<file path="config.mk">
export PLATFORM = sky130hd
export DESIGN_NAME = sequence_controller_flat
export DESIGN_NICKNAME = d
export VERILOG_FILES = /design/src/rtl/sequence_controller_if.sv /design/src/rtl/sequence_controller.sv /design/src/flat_wrapper.sv
export SDC_FILE = /design/constraint.sdc
export NUM_CORES = 1
export LEC_CHECK = 0
export ABC_AREA = 1
export BUFFER_PORTS_ARGS = -buffer_cell sky130_fd_sc_hd__clkbuf_2
export CAP_MARGIN = 5
export CORE_UTILIZATION = 40
export CTS_BUF_LIST = sky130_fd_sc_hd__clkbuf_8 sky130_fd_sc_hd__clkbuf_16
export DETAILED_ROUTE_END_ITERATION = 8
export PLACE_DENSITY = 0.84
export SLEW_MARGIN = 20
export SYNTH_ARGS = -nofsm -noshare
export SYNTH_HDL_FRONTEND = slang
export SYNTH_SLANG_ARGS = --single-unit
</file>
<file path="constraint.sdc">
create_clock -name clk -period 1.1 [get_ports clk]
set_input_delay 0.165 -clock clk [delete_from_list [all_inputs] [get_ports clk]]
set_output_delay 0.165 -clock clk [all_outputs]
set_load 0.03 [all_outputs]
</file>
<file path="src/rtl/sequence_controller_if.sv">
// Control bundle between the multi-cycle datapath and its sequence controller.
// The datapath side supplies instruction fields; the controller drives every control line.
interface sequence_controller_if;
  logic [5:0] Opcode;
  logic [5:0] Funct;
  logic [2:0] ALU_OP;
  logic       PCWrite;
  logic       PCWriteCond;
  logic       BranchNE;
  logic       IorD;
  logic       MemRead;
  logic       MemWrite;
  logic       MemtoReg;
  logic       IRWrite;
  logic       RegDst;
  logic       RegWrite;
  logic       ALUSrcA;
  logic       ExtOp;
  logic [1:0] ALUSrcB;
  logic [1:0] PCSource;
  logic [3:0] State;

  modport master (
    output Opcode, Funct,
    input  ALU_OP, PCWrite, PCWriteCond, BranchNE, IorD, MemRead, MemWrite,
           MemtoReg, IRWrite, RegDst, RegWrite, ALUSrcA, ExtOp, ALUSrcB,
           PCSource, State
  );

  modport slave (
    input  Opcode, Funct,
    output ALU_OP, PCWrite, PCWriteCond, BranchNE, IorD, MemRead, MemWrite,
           MemtoReg, IRWrite, RegDst, RegWrite, ALUSrcA, ExtOp, ALUSrcB,
           PCSource, State
  );
endinterface

</file>
<file path="src/rtl/sequence_controller.sv">
// Moore-style multi-cycle control FSM for a small MIPS-like datapath.
// Outputs decode the current state (plus Opcode in I_EXEC and BRANCH).
module sequence_controller (
  input logic                  clk,
  input logic                  rst,
  sequence_controller_if.slave bus
);

  localparam logic [3:0] FETCH     = 4'd0;
  localparam logic [3:0] DECODE    = 4'd1;
  localparam logic [3:0] MEM_ADDR  = 4'd2;
  localparam logic [3:0] MEM_READ  = 4'd3;
  localparam logic [3:0] MEM_WB    = 4'd4;
  localparam logic [3:0] MEM_WRITE = 4'd5;
  localparam logic [3:0] R_EXEC    = 4'd6;
  localparam logic [3:0] R_WB      = 4'd7;
  localparam logic [3:0] BRANCH    = 4'd8;
  localparam logic [3:0] JUMP      = 4'd9;
  localparam logic [3:0] I_EXEC    = 4'd10;
  localparam logic [3:0] I_WB      = 4'd11;
  localparam logic [3:0] JR        = 4'd12;

  localparam logic [5:0] OP_RTYPE = 6'b000000;
  localparam logic [5:0] OP_J     = 6'b000010;
  localparam logic [5:0] OP_BEQ   = 6'b000100;
  localparam logic [5:0] OP_BNE   = 6'b000101;
  localparam logic [5:0] OP_ADDI  = 6'b001000;
  localparam logic [5:0] OP_ADDIU = 6'b001001;
  localparam logic [5:0] OP_SLTI  = 6'b001010;
  localparam logic [5:0] OP_ANDI  = 6'b001100;
  localparam logic [5:0] OP_ORI   = 6'b001101;
  localparam logic [5:0] OP_XORI  = 6'b001110;
  localparam logic [5:0] OP_LW    = 6'b100011;
  localparam logic [5:0] OP_SW    = 6'b101011;
  localparam logic [5:0] FN_JR    = 6'b001000;

  logic [3:0] state;
  logic [3:0] next_state;

  // NOTE: state registers use non-blocking assignment so every flop samples pre-edge values.
  always_ff @(posedge clk) begin
    if (rst) state <= FETCH;
    else     state <= next_state;
  end

  always_comb begin
    // NOTE: a default before the case keeps every path assigned, so no latch is inferred.
    next_state = FETCH;
    case (state)
      FETCH:    next_state = DECODE;
      DECODE: begin
        case (bus.Opcode)
          OP_LW, OP_SW:   next_state = MEM_ADDR;
          OP_RTYPE:       next_state = (bus.Funct == FN_JR) ? JR : R_EXEC;
          OP_BEQ, OP_BNE: next_state = BRANCH;
          OP_J:           next_state = JUMP;
          OP_ADDI, OP_ADDIU, OP_SLTI,
          OP_ANDI, OP_ORI, OP_XORI: next_state = I_EXEC;
          default:        next_state = FETCH;
        endcase
      end
      MEM_ADDR: next_state = (bus.Opcode == OP_SW) ? MEM_WRITE : MEM_READ;
      MEM_READ: next_state = MEM_WB;
      R_EXEC:   next_state = R_WB;
      I_EXEC:   next_state = I_WB;
      default:  next_state = FETCH;
    endcase
  end

  assign bus.State = state;

  always_comb begin
    bus.ALU_OP      = 3'b000;
    bus.PCWrite     = 1'b0;
    bus.PCWriteCond = 1'b0;
    bus.BranchNE    = 1'b0;
    bus.IorD        = 1'b0;
    bus.MemRead     = 1'b0;
    bus.MemWrite    = 1'b0;
    bus.MemtoReg    = 1'b0;
    bus.IRWrite     = 1'b0;
    bus.RegDst      = 1'b0;
    bus.RegWrite    = 1'b0;
    bus.ALUSrcA     = 1'b0;
    bus.ExtOp       = 1'b0;
    bus.ALUSrcB     = 2'b00;
    bus.PCSource    = 2'b00;
    case (state)
      FETCH: begin
        bus.MemRead = 1'b1;
        bus.IRWrite = 1'b1;
        bus.ALUSrcB = 2'b01;
        bus.PCWrite = 1'b1;
      end
      DECODE:   bus.ALUSrcB = 2'b11;
      MEM_ADDR: begin
        bus.ALUSrcA = 1'b1;
        bus.ALUSrcB = 2'b10;
      end
      MEM_READ: begin
        bus.MemRead = 1'b1;
        bus.IorD    = 1'b1;
      end
      MEM_WB: begin
        bus.RegWrite = 1'b1;
        bus.MemtoReg = 1'b1;
      end
      MEM_WRITE: begin
        bus.MemWrite = 1'b1;
        bus.IorD     = 1'b1;
      end
      R_EXEC: begin
        bus.ALUSrcA = 1'b1;
        bus.ALU_OP  = 3'b010;
      end
      R_WB: begin
        bus.RegWrite = 1'b1;
        bus.RegDst   = 1'b1;
      end
      BRANCH: begin
        bus.ALUSrcA     = 1'b1;
        bus.ALU_OP      = 3'b001;
        bus.PCWriteCond = 1'b1;
        bus.PCSource    = 2'b01;
        bus.BranchNE    = (bus.Opcode == OP_BNE);
      end
      JUMP: begin
        bus.PCWrite  = 1'b1;
        bus.PCSource = 2'b10;
      end
      I_EXEC: begin
        bus.ALUSrcA = 1'b1;
        bus.ALUSrcB = 2'b10;
        case (bus.Opcode)
          OP_SLTI: bus.ALU_OP = 3'b011;
          OP_ANDI: bus.ALU_OP = 3'b100;
          OP_ORI:  bus.ALU_OP = 3'b101;
          OP_XORI: bus.ALU_OP = 3'b110;
          default: bus.ALU_OP = 3'b000;
        endcase
        bus.ExtOp = (bus.Opcode == OP_ANDI) || (bus.Opcode == OP_ORI) ||
                    (bus.Opcode == OP_XORI);
      end
      I_WB:     bus.RegWrite = 1'b1;
      JR: begin
        bus.PCWrite  = 1'b1;
        bus.PCSource = 2'b11;
      end
      default: ;
    endcase
    // Architectural write enables are held off for as long as reset is applied.
    if (rst) begin
      bus.PCWrite     = 1'b0;
      bus.PCWriteCond = 1'b0;
      bus.MemWrite    = 1'b0;
      bus.RegWrite    = 1'b0;
      bus.IRWrite     = 1'b0;
    end
  end

endmodule

</file>
<file path="src/flat_wrapper.sv">
// flat-port wrapper written by rule: the top's interface ports become plain ports
module sequence_controller_flat 
  (clk, rst, bus_Opcode, bus_Funct, bus_ALU_OP, bus_PCWrite, bus_PCWriteCond, bus_BranchNE, bus_IorD, bus_MemRead, bus_MemWrite, bus_MemtoReg, bus_IRWrite, bus_RegDst, bus_RegWrite, bus_ALUSrcA, bus_ExtOp, bus_ALUSrcB, bus_PCSource, bus_State);
  sequence_controller_if bus_i ();
  input logic clk;
  input logic rst;
  input wire logic [$bits(bus_i.Opcode)-1:0] bus_Opcode;
  input wire logic [$bits(bus_i.Funct)-1:0] bus_Funct;
  output wire logic [$bits(bus_i.ALU_OP)-1:0] bus_ALU_OP;
  output wire logic [$bits(bus_i.PCWrite)-1:0] bus_PCWrite;
  output wire logic [$bits(bus_i.PCWriteCond)-1:0] bus_PCWriteCond;
  output wire logic [$bits(bus_i.BranchNE)-1:0] bus_BranchNE;
  output wire logic [$bits(bus_i.IorD)-1:0] bus_IorD;
  output wire logic [$bits(bus_i.MemRead)-1:0] bus_MemRead;
  output wire logic [$bits(bus_i.MemWrite)-1:0] bus_MemWrite;
  output wire logic [$bits(bus_i.MemtoReg)-1:0] bus_MemtoReg;
  output wire logic [$bits(bus_i.IRWrite)-1:0] bus_IRWrite;
  output wire logic [$bits(bus_i.RegDst)-1:0] bus_RegDst;
  output wire logic [$bits(bus_i.RegWrite)-1:0] bus_RegWrite;
  output wire logic [$bits(bus_i.ALUSrcA)-1:0] bus_ALUSrcA;
  output wire logic [$bits(bus_i.ExtOp)-1:0] bus_ExtOp;
  output wire logic [$bits(bus_i.ALUSrcB)-1:0] bus_ALUSrcB;
  output wire logic [$bits(bus_i.PCSource)-1:0] bus_PCSource;
  output wire logic [$bits(bus_i.State)-1:0] bus_State;
  assign bus_i.Opcode = bus_Opcode;
  assign bus_i.Funct = bus_Funct;
  assign bus_ALU_OP = bus_i.ALU_OP;
  assign bus_PCWrite = bus_i.PCWrite;
  assign bus_PCWriteCond = bus_i.PCWriteCond;
  assign bus_BranchNE = bus_i.BranchNE;
  assign bus_IorD = bus_i.IorD;
  assign bus_MemRead = bus_i.MemRead;
  assign bus_MemWrite = bus_i.MemWrite;
  assign bus_MemtoReg = bus_i.MemtoReg;
  assign bus_IRWrite = bus_i.IRWrite;
  assign bus_RegDst = bus_i.RegDst;
  assign bus_RegWrite = bus_i.RegWrite;
  assign bus_ALUSrcA = bus_i.ALUSrcA;
  assign bus_ExtOp = bus_i.ExtOp;
  assign bus_ALUSrcB = bus_i.ALUSrcB;
  assign bus_PCSource = bus_i.PCSource;
  assign bus_State = bus_i.State;
  sequence_controller u_core (.clk(clk), .rst(rst), .bus(bus_i));
endmodule
</file>
==> results.cfg, run 1 <==
[outcome]
tool.error = [ERROR DPL-0038] Utilization greater than 100%, impossible to legalize
stop_stage = clock tree synthesis
status = did not finish

[clock_tree]
cts_buffer_depth = 2
cts.repair.resized = 52
clock-sinks = 4
ctsRootBufferMaster = clkbuf_8
ctsHoldBuffers = 0
h-tree-depth = 1
cts_setup_buffers = 0
cts_buffers = 3

[synth]
yosysWarningCount = 0
syn-num-nets = 124
async_reset_ff_frac = 0
synth-main-ff-cell = dfxtp_1
synth_top_area_cell = nand2_1
ys_seq_area_frac = 0.1495
netlist_top_cells_area = nand2_1 18%, nor2_1 18%, dfxtp_1 15%
syn_area_per_cell_um2 = 4.868
synth_cell_type_count = 16
yosysTopAreaCellShare = 0.1822
ys_ff_latch = 4
synth_commonest_cells = 26 x nand2_1, 26 x nor2_1, 10 x inv_2, 10 x nand3_1, 8 x inv_1
synth_edf_count = 0
synth_area_um2 = 535.5
syn_inst = 110

[place]
dpl.cell_count = 188
io_buffers = 36
post-place-ws_ns = -0.3940
globalplace.congestion = 0.8436
dp_hpwl_mm = 2.439

[floorplanning]
io_pins = 37
die_h_um = 38.59
die_x_um = 38.59
fp-row-count = 12
initial_utilization = 0.4573
cell families after synthesis:
family	after synthesis	share of synthesized area
and+or+nand+nor	76	0.6098
AOI/OAI and AO/OA	10	0.1005
DFF	4	0.1495
buffers and inverters	20	0.1402
through the flow:
stage / util / TNS, ns / cell area [um^2]
detailed placement: 0.9455 / -3.656 / 1107
global placement: 0.9455 / -1.909 / 1107
floorplan: - / -1.484 / 695.7
==> inputs of run 2 (changes only) <==
--- a/config.mk
+++ b/config.mk
@@ -8,10 +8,10 @@
 export ABC_AREA = 1
 export BUFFER_PORTS_ARGS = -buffer_cell sky130_fd_sc_hd__clkbuf_2
 export CAP_MARGIN = 5
-export CORE_UTILIZATION = 40
-export CTS_BUF_LIST = sky130_fd_sc_hd__clkbuf_8 sky130_fd_sc_hd__clkbuf_16
+export CORE_AREA = 2 2 63 65
 export DETAILED_ROUTE_END_ITERATION = 8
-export PLACE_DENSITY = 0.84
+export DIE_AREA = 0 0 65 67
+export PLACE_DENSITY_LB_ADDON = 0.15
 export SLEW_MARGIN = 20
 export SYNTH_ARGS = -nofsm -noshare
 export SYNTH_HDL_FRONTEND = slang
==> run 2 against run 1 <==
Effect of this change:
- the flow now finishes, with violations (setup timing)
- synthesized cell count unchanged
- area after synthesis unchanged
==> results.cfg, run 2 <==
[outcome]
status = complete, but fails checks
violations = setup timing

[finish]
fillers = 366
final_layout_size_suffix_gt1_frac = 0.7306
area_growth_syn_to_layout_pct = 202.3
nets = 209
num_antenna_cells = 0
layout_common_cells = 41 x buf_4, 17 x nand2_1, 16 x nor2_1, 16 x clkbuf_8, 13 x clkbuf_2
largest_reg_flops = 4
final_common_cell = buf_4
fin_util = 0.4490

[grt]
grt_pass1_vias = 1018
grt_max_degree = 7
grt_pass1_wl_mm = 4.319
grt_use_total = 0.1271
antenna_found_initial = 0
grt_overflow = 0

[synth]
async_reset_ff_frac = 0
netlist_top_cells_area = nand2_1 18%, nor2_1 18%, dfxtp_1 15%
syn-num-nets = 124
yosysTopAreaCellShare = 0.1822
yosysWarningCount = 0
ys_ff_latch = 4
synth_area_um2 = 535.5
synth_commonest_cells = 26 x nand2_1, 26 x nor2_1, 10 x inv_2, 10 x nand3_1, 8 x inv_1
synth-main-ff-cell = dfxtp_1
syn_inst = 110
syn_area_per_cell_um2 = 4.868
synth_edf_count = 0
synth_cell_type_count = 16
ys_seq_area_frac = 0.1495
synth_top_area_cell = nand2_1

[routing]
drtPass1Iterations = 4
post_drt_wl_per_cell_um = 10.46
wl_mm = 2.521
antenna_left = 0
via_count = 1001
drc = 0
drtIter0Drc = 19
vias_per_cell = 4.154

[timing]
finalSetupViolations = 23
maxSlewViolCount = 0
hold_viol = 0
worst_slack_ns = -0.3412
worst_slew_pin_slew_ns = 0.2583
fin_crit_sh = 1.310
period_needed_ns = 1.441
slew_headroom = 0.8278
rsz0062_at_grt = true
hold-worst-slack_ns = 0.4166
fmax_ghz = 0.6939
skew_ns = 0.003335

[worst_setup_path]
crit_type = reg2out
reg2reg_from = u_core.bus.State[1]
r2r_end = u_core.bus.State[2]
critPathLaunchType = flip-flop
endpoint = bus_RegWrite
startpoint = u_core.bus.State[3]
crit_fanout = 5
arrival_ns = 1.28
reg2reg_setup_slack_ns = -0.21
ff2ff_path_depth = 9
critPathRequiredTime_ns = 0.94
cp-end-kind = output port

[clock_tree]
cts_buffer_depth = 2
ctsRootBufferMaster = clkbuf_8
cts_buffers = 3
insertion_delay_ns = 0.22
path_clk_slew_ns = 0.03
h-tree-depth = 1
clock-sinks = 4
cts_tree = done

[place]
io_buffers = 36
dp_hpwl_mm = 1.984
post-place-ws_ns = -0.2060
globalplace.congestion = 0.7699

[flow_run]
cap_violations = 0

[floorplanning]
fp-row-count = 22
die_h_um = 67
die_x_um = 65
io_pins = 37
core_um2 = 3606
initial_utilization = 0.1485
dieArea_um2 = 4355

[power]
leakage_uw = 0.0007901
cellPowerDensity_nw_per_um2 = 579.6
ir_drop_v = 0.0002337

[worst_hold_path]
hp-class = in2reg
hold_start = bus_Funct[2]
==> run 2: cell counts after synthesis <==
No cell type changed its count.
==> run 2: kinds of logic after synthesis <==
family                 synth area share
flip-flops                       0.1495
AO/OA/AOI/OAI                    0.1005
AND/OR/NAND/NOR                  0.6098
buffers and inverters            0.1402
==> run 2: per-stage QoR <==
step	total power, uW	cell area, um^2	setup TNS [ns]	std cells
final	938.4	1619	-5.863	241
after global routing	988.7	1619	-7.208	241
after CTS	915.5	1533	-5.677	238
after detailed placement	529.5	1210	-2.662	230
after global placement	528.8	1210	-2.518	230
after floorplan	364.0	695.7	-1.484	110
==> run 2: worst max-delay path: stages (launching register included) <==
cell and delay (ns):
dfxtp_4 0.39, inv_4 0.07, nand2_4 0.10, nand2_2 0.08, a31oi_2 0.18, nor2_2 0.06, clkbuf_8 0.16
==> run 2: where the power goes <==
group | internal (uW) | switching, uW | leakage (uW)
clock network | 233 | 75.5 | 0.0000216
registers | 148 | 17.9 | 0.0000355
logic | 217 | 247 | 0.000733
==> run 2: layout make-up <==
cell class | instances | area [um^2] | share of cell area
clock buffer | 3 | 41.29 | 0.02550
inverter | 19 | 83.83 | 0.05178
multi-input combinational | 86 | 610.6 | 0.3771
sequential | 4 | 95.09 | 0.05873
tap | 48 | 60.06 | 0.03709
timing repair buffer | 81 | 728.2 | 0.4498
==> run 2: layer usage <==
layer,vias up,wire length [um],GRT usage
li1,512,-,-
met1,455,998,0.1339
met2,29,1379,0.2552
met3,5,80,0.01014
met4,0,62,0.05319
met5,-,0,0
==> run 2: worst min path at each step <==
stage / endpoint / slack (ns) / cells past startpoint
3_5_place_dp: u_core.bus.State[1] / 0.65 / 7
5_1_grt: u_core.bus.State[3] / 0.47 / 3
2_1_floorplan: u_core.bus.State[2] / 0.43 / 4
6_report: u_core.bus.State[1] / 0.42 / 7
3_3_place_gp: u_core.bus.State[3] / 0.64 / 8
4_1_cts: u_core.bus.State[1] / 0.42 / 7
==> run 2: timing repair <==
item	in CTS	in global routing
endpoints found under the hold margin	0	0
pin swaps	8	1
buffers inserted	5	3
resized for setup	60	21
cloned	0	0
hold buffers	0	0
endpoints found under the setup margin	22	25
Note: power is estimated with default switching activity, not from simulation.
